### src/rtl/uart_pkg.sv
// Shared types and helpers for the FIFO-buffered UART transmitter.
package uart_pkg;

  typedef enum logic [2:0] {
    StIdle   = 3'b000,
    StStart  = 3'b001,
    StData   = 3'b010,
    StParity = 3'b011,
    StStop   = 3'b100
  } uart_state_e;

  localparam logic [1:0] PARITY_NONE = 2'b00;
  localparam logic [1:0] PARITY_EVEN = 2'b01;
  localparam logic [1:0] PARITY_ODD  = 2'b10;

  // Unused upper data bits must be zero so they do not disturb the XOR.
  function automatic logic calc_parity(logic [8:0] data, logic [1:0] mode);
    return (^data) ^ (mode == PARITY_ODD);
  endfunction

endpackage

### src/rtl/uart_tx_fifo_mem.sv
// Synchronous show-ahead FIFO holding each queued word together with its parity mode.
module uart_tx_fifo_mem
  import uart_pkg::*;
#(
  parameter int unsigned Width = 10,
  parameter int unsigned Depth = 4
) (
  input  logic                       clk,
  input  logic                       rst,
  input  logic                       push,
  input  logic                       pop,
  input  logic [Width-1:0]           wdata,
  output logic [Width-1:0]           rdata,
  output logic [$clog2(Depth):0]     count
);

  localparam int unsigned PtrW = $clog2(Depth);
  localparam int unsigned CntW = PtrW + 1;

  logic [Width-1:0] mem_q [Depth];
  logic [PtrW-1:0]  wr_ptr_q, rd_ptr_q;
  logic [CntW-1:0]  count_q;
  logic             do_push, do_pop;

  assign do_push = push && (count_q != CntW'(Depth));
  assign do_pop  = pop && (count_q != '0);

  // Depth is a power of two, so pointer overflow is the modulo wrap.
  always_ff @(posedge clk) begin
    if (rst) begin
      wr_ptr_q <= '0;
      rd_ptr_q <= '0;
      count_q  <= '0;
    end else begin
      if (do_push) wr_ptr_q <= wr_ptr_q + PtrW'(1);
      if (do_pop)  rd_ptr_q <= rd_ptr_q + PtrW'(1);
      case ({do_push, do_pop})
        2'b10:   count_q <= count_q + CntW'(1);
        2'b01:   count_q <= count_q - CntW'(1);
        default: count_q <= count_q;
      endcase
    end
  end

  always_ff @(posedge clk) begin
    if (do_push) mem_q[wr_ptr_q] <= wdata;
  end

  assign rdata = mem_q[rd_ptr_q];
  assign count = count_q;

endmodule

### src/rtl/uart_tx_fifo.sv
// UART transmitter with input FIFO, configurable word length and stop bits.
// Parity generation is built only when UART_TX_PARITY_EN is defined.
module uart_tx_fifo
  import uart_pkg::*;
#(
  parameter int unsigned CLK_RATE   = 50000000,
  parameter int unsigned BAUD_RATE  = 115200,
  parameter int unsigned DATA_BITS  = 8,
  parameter int unsigned STOP_BITS  = 1,
  parameter int unsigned FIFO_DEPTH = 4
) (
  input  logic                          clk,
  input  logic                          rst,
  input  logic [DATA_BITS-1:0]          data_in,
  input  logic                          data_valid,
  output logic                          data_ready,
  input  logic [1:0]                    parity_mode,
  output logic                          tx,
  output logic                          busy,
  output logic [2:0]                    state_bits,
  output logic [$clog2(FIFO_DEPTH):0]   fifo_count
);

  localparam int unsigned Cpb        = CLK_RATE / BAUD_RATE;
  localparam int unsigned CntW       = $clog2(Cpb);
  localparam int unsigned IdxW       = $clog2(DATA_BITS + 1);
  localparam int unsigned StopCycles = STOP_BITS * Cpb;
  localparam int unsigned StopW      = $clog2(StopCycles);
  localparam int unsigned WordW      = DATA_BITS + 2;
  localparam int unsigned FcW        = $clog2(FIFO_DEPTH) + 1;

  localparam logic [CntW-1:0]  CntMax  = CntW'(Cpb - 1);
  localparam logic [IdxW-1:0]  IdxLast = IdxW'(DATA_BITS - 1);
  localparam logic [StopW-1:0] StopMax = StopW'(StopCycles - 1);

  uart_state_e          state_q, state_d;
  logic [CntW-1:0]      cnt_q, cnt_d;
  logic [IdxW-1:0]      idx_q, idx_d;
  logic [StopW-1:0]     stop_cnt_q, stop_cnt_d;
  logic [DATA_BITS-1:0] shift_q, shift_d;
  logic                 tx_q, tx_d;
  logic                 pop, push, bit_done;
  logic [WordW-1:0]     fifo_rdata;
  logic [FcW-1:0]       count;

  assign push     = data_valid && data_ready;
  assign bit_done = (cnt_q == CntMax);

  uart_tx_fifo_mem #(
    .Width (WordW),
    .Depth (FIFO_DEPTH)
  ) u_mem (
    .clk   (clk),
    .rst   (rst),
    .push  (push),
    .pop   (pop),
    .wdata ({parity_mode, data_in}),
    .rdata (fifo_rdata),
    .count (count)
  );

`ifdef UART_TX_PARITY_EN
  logic       par_en_q, par_en_d;
  logic       par_bit_q, par_bit_d;
  logic [1:0] word_mode;

  assign word_mode = fifo_rdata[DATA_BITS+1:DATA_BITS];
`else
  logic [1:0] unused_mode;

  assign unused_mode = fifo_rdata[DATA_BITS+1:DATA_BITS];
`endif

  always_comb begin
    state_d    = state_q;
    cnt_d      = cnt_q;
    idx_d      = idx_q;
    stop_cnt_d = stop_cnt_q;
    shift_d    = shift_q;
    tx_d       = tx_q;
    pop        = 1'b0;
`ifdef UART_TX_PARITY_EN
    par_en_d   = par_en_q;
    par_bit_d  = par_bit_q;
`endif

    case (state_q)
      StIdle: begin
        tx_d = 1'b1;
        if (count != '0) pop = 1'b1;
      end
      StStart: begin
        cnt_d = cnt_q + CntW'(1);
        if (bit_done) begin
          state_d = StData;
          cnt_d   = '0;
          idx_d   = '0;
          tx_d    = shift_q[0];
        end
      end
      StData: begin
        cnt_d = cnt_q + CntW'(1);
        if (bit_done) begin
          cnt_d = '0;
          if (idx_q == IdxLast) begin
`ifdef UART_TX_PARITY_EN
            if (par_en_q) begin
              state_d = StParity;
              tx_d    = par_bit_q;
            end else begin
              state_d    = StStop;
              tx_d       = 1'b1;
              stop_cnt_d = '0;
            end
`else
            state_d    = StStop;
            tx_d       = 1'b1;
            stop_cnt_d = '0;
`endif
          end else begin
            idx_d   = idx_q + IdxW'(1);
            shift_d = shift_q >> 1;
            tx_d    = shift_q[1];
          end
        end
      end
`ifdef UART_TX_PARITY_EN
      StParity: begin
        cnt_d = cnt_q + CntW'(1);
        if (bit_done) begin
          state_d    = StStop;
          cnt_d      = '0;
          tx_d       = 1'b1;
          stop_cnt_d = '0;
        end
      end
`endif
      StStop: begin
        stop_cnt_d = stop_cnt_q + StopW'(1);
        if (stop_cnt_q == StopMax) begin
          // Back-to-back path: the next start bit follows the last stop cycle directly.
          if (count != '0) begin
            pop = 1'b1;
          end else begin
            state_d = StIdle;
            tx_d    = 1'b1;
          end
        end
      end
      default: begin
        state_d = StIdle;
        tx_d    = 1'b1;
      end
    endcase

    if (pop) begin
      state_d = StStart;
      cnt_d   = '0;
      tx_d    = 1'b0;
      shift_d = fifo_rdata[DATA_BITS-1:0];
`ifdef UART_TX_PARITY_EN
      par_en_d  = (word_mode == PARITY_EVEN) || (word_mode == PARITY_ODD);
      par_bit_d = calc_parity(9'(fifo_rdata[DATA_BITS-1:0]), word_mode);
`endif
    end
  end

  always_ff @(posedge clk) begin
    if (rst) begin
      state_q    <= StIdle;
      cnt_q      <= '0;
      idx_q      <= '0;
      stop_cnt_q <= '0;
      shift_q    <= '0;
      tx_q       <= 1'b1;
`ifdef UART_TX_PARITY_EN
      par_en_q   <= 1'b0;
      par_bit_q  <= 1'b0;
`endif
    end else begin
      state_q    <= state_d;
      cnt_q      <= cnt_d;
      idx_q      <= idx_d;
      stop_cnt_q <= stop_cnt_d;
      shift_q    <= shift_d;
      tx_q       <= tx_d;
`ifdef UART_TX_PARITY_EN
      par_en_q   <= par_en_d;
      par_bit_q  <= par_bit_d;
`endif
    end
  end

  assign tx         = tx_q;
  assign state_bits = state_q;
  assign fifo_count = count;
  assign data_ready = (count != FcW'(FIFO_DEPTH));
  assign busy       = (state_q != StIdle) || (count != '0);

endmodule

### config.mk
export PLATFORM = sky130hd
export DESIGN_NAME = uart_tx_fifo
export DESIGN_NICKNAME = d
export VERILOG_FILES = /design/src/rtl/uart_pkg.sv /design/src/rtl/uart_tx_fifo_mem.sv /design/src/rtl/uart_tx_fifo.sv
export SDC_FILE = /design/constraint.sdc
export NUM_CORES = 1
export LEC_CHECK = 0
export ABC_AREA = 1
export BUFFER_PORTS_ARGS = -buffer_cell sky130_fd_sc_hd__buf_2
export CAP_MARGIN = 20
export CORE_MARGIN = 5
export CORE_UTILIZATION = 65
export DETAILED_ROUTE_END_ITERATION = 16
export PLACE_DENSITY_LB_ADDON = 0.08
export SKIP_LAST_GASP = 1
export SYNTH_ARGS = -nofsm -noshare
export SYNTH_HDL_FRONTEND = slang
export SYNTH_SLANG_ARGS = --single-unit
### constraint.sdc
create_clock -name clk -period 3.4 [get_ports clk]
set_clock_uncertainty 0.1 [all_clocks]
set_input_delay 0.17 -clock clk [delete_from_list [all_inputs] [get_ports clk]]
set_output_delay 0.17 -clock clk [all_outputs]
set_load 0.02 [all_outputs]
## Word-level counts from Yosys, hierarchy flattened

Memory sizes are Yosys's and may differ from the RTL's. A register that Yosys moved wholly into a read port is not among the register bits.
Index checks and enable logic that the tools add are counted.

- Register bits after elaboration: 41
- Memories: 1
- Word-level logic and storage cells: 95
- Memory bits (writable): 40
- Output and inout bits: 9

- Reduce and logical (&&, ||, !) cells: 20
- Add/subtract/negate cells: 7
- Mux-type cells: 34
- Bitwise operators: 1
- Eq/ne operators: 22

Memories:

| name | depth | width | rd ports | clocked after memory_dff | write ports | RTL line | RTL |
|---|---|---|---|---|---|---|---|
| u_mem.mem_q | 4 | 10 | 1 | 1 | 1 | uart_tx_fifo_mem.sv:20 | `logic [Width-1:0] mem_q [Depth];` |

Operator list:

| operator | number |
|---|---|
| $mux W8 | 4 |
| $mux W9 | 3 |
| $add A9 B1 Y9 const B | 2 |
| $eq A9 B9 Y1 const B | 2 |
| $pmux W9 S2 | 1 |
| $mux W3 | 5 |
| $ne A3 B2 Y1 const B | 5 |
| $mux W4 | 3 |
| $ne A2 B2 Y1 const B | 6 |
| $pmux W3 S4 | 1 |
| $reduce_and A6 Y1 | 2 |
| $mux W1 | 11 |
| $reduce_bool A2 Y1 | 5 |
| $pmux W4 S2 | 1 |
| $reduce_and A4 Y1 | 2 |
| $pmux W3 S2 | 1 |
| $reduce_and A3 Y1 | 2 |
| $reduce_bool A3 Y1 | 2 |
| $add A2 B1 Y2 const B | 2 |
| $add A4 B1 Y4 const B | 1 |
| $eq A4 B3 Y1 const B | 1 |
| $mux W2 | 2 |
| $ne A2 B1 Y1 const B | 2 |
| $reduce_or A2 Y1 | 2 |
| other kinds (14) | 16 |

## Logic depth before layout (Yosys ltp)

- Depth in word-level cells: 7
- Depth in mapped cells: 15
- Gate-level depth less buffers: 15

## Cells and area by module

Synthesis repeated with hierarchy kept, for this count alone.

- Cells, all modules: 459
- Area total of the unflattened synthesis: 3,938.8 um^2

Modules (own cells, without submodules):

| module | area each (um^2) | times used | sequential area each (um^2) | cells each |
|---|---|---|---|---|
| uart_tx_fifo_mem | 1,983.2 | 1 | 1,381.3 | 165 |
| uart_tx_fifo | 1,955.6 | 1 | 680.7 | 294 |

## Least setup slack after synthesis

Ideal clock, no wire load.

- Path type: register -> register
- Start point: reg stop_cnt_q[0]
- End point: reg u_mem.count_q[2], in the netlist u_mem.count[2]
- Clock period less this slack: 2.229 ns
- Setup time: 0.122 ns
- Cell stages (with the launch flop): 15
- Slack: 1.171 ns
- Arrival time: 2.007 ns
- Buffers on the path: 0
- Required time: 3.178 ns
- Path through: dfxtp_1 -> ha_1 -> nand2_1 -> nor2_1 -> nand2_2 -> nand2_4 -> nand2_4 -> inv_2 -> ha_1 -> inv_1 -> fa_1 -> a21oi_1 -> o21ai_0 -> o21ai_0 -> a21oi_1

- Word-level cells in the longest chain between the ends: 6

RTL lines:

| item | RTL line | RTL |
|---|---|---|
| start, declared | uart_tx_fifo.sv:39 | `logic [StopW-1:0] stop_cnt_q, stop_cnt_d;` |
| start signal, assigned | uart_tx_fifo.sv:184 | `stop_cnt_q <= stop_cnt_d;` |
| $eq A9 B9 Y1 (*) | uart_tx_fifo.sv:140 | `if (stop_cnt_q == StopMax) begin` |
| $mux W1 (*) | uart_tx_fifo.sv:140 |  |
| $pmux W1 S2 (*) | uart_tx_fifo.sv:87 | `case (state_q)` |
| $logic_and A1 B1 Y1 (*) | uart_tx_fifo_mem.sv:26 | `assign do_pop = pop && (count_q != '0);` |
| via u_mem.do_pop | uart_tx_fifo_mem.sv:23 | `logic do_push, do_pop;` |
| $eq A2 B1 Y1 or $eq A2 B2 Y1 (tied branches) | uart_tx_fifo_mem.sv:37 | `case ({do_push, do_pop})` |
| $pmux W3 S2 or $reduce_bool A2 Y1 (tied branches) | - |  |
| end signal, assigned | uart_tx_fifo_mem.sv:38 | `2'b10: count_q <= count_q + CntW'(1);` |
| end signal, assigned | uart_tx_fifo_mem.sv:39 | `2'b01: count_q <= count_q - CntW'(1);` |
| end signal, assigned | uart_tx_fifo_mem.sv:40 | `default: count_q <= count_q;` |
| end, declared | uart_tx_fifo_mem.sv:22 | `logic [CntW-1:0] count_q;` |

Mark *: on every way through the listed nets, which the timed path passes. The rest lies on a longest branch.
A chain may end at the register's enable or synchronous reset.

## Worst setup path after layout

Ends and elaborated chain as after synthesis.

==> results.md <==
- Die Width: ~85 um
- Combinational share of power: between 30 and 40%
- Yosys cell types: 36
- Post-synthesis sequential area ratio: about half
- Arr. time, crit path: 2.69 ns
- Fin nets: approximately 510
- Internal Power: 0.00177 W
- Total number of vias: 2955
- Synth Instances: 452
- Worst setup EP type: flip-flop
- Chip height: 85.4 um
- Post-CTS Setup Bufs: 0
- Syn_nets: 476
- Initial antenna violation count: 0
- Critical Path RT: 3.53 ns
- Status: completed
- Pin count of the biggest net entering global routing: 23
- Synthesized cell area: 0.00370 mm^2
- FILL cells: 411
- Worst Hold Margin: 0.157 ns
- Yosys warns: 0
- Max Cap Viol: 0
- Post-synth top flop: dfxtp_1
- CTS tree: done
- Flops & latches, synth: 75
- Max-slew headroom: approximately two fifths
- LEAKAGE: 1.74 nW
- RSZ-0062 raised after global routing: no
- Drt total wl: 7330 um
- CTS Sinks: 75
- Initial Util: around two thirds
- Pwr dens: 671 mW/mm^2
- Setup violators final: 0
- Final antenna-violating net count: 0
- Drt drc: 0
- GPL Wtd Cong: 0.867
- Final hold vios: 0
- Die footprint: 0.00730 mm^2
- # placed instances: 536
- Total track usage: 22.3%
- Clk pwr share: between 20% and 30%
- Starting DRT DRC Count: 255
- Longest Clk Path Bufs: 2
- Hold crit path type: in -> reg
- CP Launch Type: flip-flop
- Area Overhead vs Synth: 12.0%
- Post-Layout Cell Count: 560
- Async S/R FF share, synth: 0%
- H-tree Lvls: 3
- # IOs: 22
- Commonest non-fill, non-tap cell in the layout: nand2_1
- Hold path cells: 2
- CP Class: reg -> reg
- Setup TNS: 0 ns
- Peak VDD IR: 0.624 mV
- Drt pass-1 iters: 4
- Grt total ovfl: 0
- Max Fclk: around 0.39 GHz
- Most frequent cells in the layout: 95 x nand2_1, 59 x inv_1, 48 x nand3_1
- Vias in the first global route: 2925
- Net switching power: 0.00101 W
- Reg2Reg Depth: 14
- Rows: 27
- Final worst-path cycle share: 75.1%
- CTS root buf: clkbuf_8
- Post-synth EDFFs: 32
- Vias/cell: between 5 and 6
- Maximum fanout along the worst path: 17
- Fin. max-slew vios: 0
- WL/cell: 13.1 um
- Inserted Clock Buffers: 9
- Core area: 0.00551 mm^2
- First-pass GRT wire length: roughly 13000 um
- Sw Ratio: between 30% and 40%
- Fin crit period: 2.55 ns
- Sequential power share: 41.9%
- Clock slew at the register clock pins of the worst setup and hold paths: roughly 0.080 ns
- Port bufs: 19
- DP Wirelength: between 4000 and 5000 um
- Clk Latency, worst-skew pair: about 0.35 ns
- Worst Tran Pin Value: 0.873 ns
- Diode count: 0
- Syn Area/Cell: 8.18 um^2
- Layout cells sized above 1: 14.3%
==> per-stage QoR <==
| stage | total power (W) | cell area, um^2 | utilization [%] | worst slack [ns] |
|---|---|---|---|---|
| after floorplan | 0.00184 | 3700 | - | 1.17 |
| after global placement | 0.00201 | 3840 | 69.8 | 0.948 |
| after detailed placement | 0.00203 | 3840 | 69.8 | 0.854 |
| after CTS | 0.00278 | 4140 | 75.2 | 0.845 |
| after global routing | 0.00298 | 4140 | 75.2 | 0.525 |
| final | 0.00278 | 4140 | 75.2 | 0.848 |
==> worst paths after layout <==
check / start / endpoint / slack (ns)
worst max-delay path: stop_cnt_q[0] / u_mem.count[2] / 0.85
worst min-delay path: rst / idx_q[1] / 0.16
worst max register to register: stop_cnt_q[0] / u_mem.count[2] / 0.85
worst min register to register: tx / tx / 0.37
==> layout make-up <==
cell class | count | area (um^2) | area share, %
timing repair buffer | 27 | 175 | 4.23
inverter | 72 | 275 | 6.65
clock buffer | 12 | 145 | 3.50
multi-input combinational | 298 | 1560 | 37.7
sequential | 75 | 1820 | 44.0
clock inverter | 4 | 73.8 | 1.78
tap | 72 | 90.1 | 2.18
==> power groups by stage <==
stage / Combinational, W / Sequential (W) / Clock, W
after floorplan: 0.000668 / 0.00117 / 0
after global placement: 0.000829 / 0.00118 / 0
after detailed placement: 0.000849 / 0.00118 / 0
after CTS: 0.000860 / 0.00117 / 0.000758
after global routing: 0.000984 / 0.00118 / 0.000808
final: 0.000862 / 0.00116 / 0.000755
==> sequential cells by signal, indices dropped and copies added (netlist names), named ones only <==
name	cells
u_mem.wr_ptr_q	2
cnt_q	9
u_mem.mem_q	32
stop_cnt_q	9
u_mem.count	3
u_mem.rd_ptr_q	2
state_bits	3
idx_q	4
shift_q	8
tx	1
==> critical path, cell delays in order, from the launching register on <==
cell,delay [ns]
dfxtp_1,0.44
ha_1,0.19
nand2_1,0.05
nor2_1,0.12
nand2_2,0.09
nand2_4,0.11
nand2_4,0.14
inv_2,0.12
ha_1,0.14
inv_1,0.07
fa_1,0.38
a21oi_1,0.15
o21ai_0,0.12
o21ai_0,0.18
a21oi_1,0.05
==> Yosys cell counts (2+ instances only) <==
cell,instances,area (um^2)
o22ai_1,4,25.0
inv_1,59,221
dfxtp_1,43,861
or2_0,2,12.5
nand2_4,4,45.0
ha_1,10,125
o21ai_0,20,100
nand2_1,95,357
buf_2,2,10.0
inv_4,2,12.5
clkbuf_1,3,11.3
xor2_1,6,52.6
edfxtp_1,32,961
nand4_1,5,31.3
nor2_2,3,18.8
nor2_1,47,176
inv_2,11,41.3
nand3_1,48,240
nor3_1,3,15.0
a21oi_1,28,140
a21oi_2,4,35.0
nand2_2,7,43.8
==> what timing repair did <==
| item | 4_1_cts | 5_1_grt |
|---|---|---|
| resized for setup | 0 | 0 |
| hold buffers | 8 | 0 |
| hold endpoints to repair | 32 | 0 |
==> kinds of logic (layout without fill, tap and decap cells) <==
group / count (synthesis) / after routing / share of synthesized area, %
AO/OA/AOI/OAI: 59 / 59 / 8.76
buffers and inverters: 79 / 115 / 8.53
flip-flops: 75 / 75 / 49.3
XOR/XNOR: 7 / 7 / 1.66
AND/OR/NAND/NOR: 221 / 221 / 27.9
adder cells (fa/ha/maj): 11 / 11 / 3.93
==> metal layers <==
layer | GRT usage (%) | wire length, um
met4 | 8.35 | 120
met5 | 0 | 0
met1 | 28.6 | 3390
met2 | 36.6 | 3530
met3 | 5.53 | 295
Note: power is estimated with default switching activity, not from simulation.
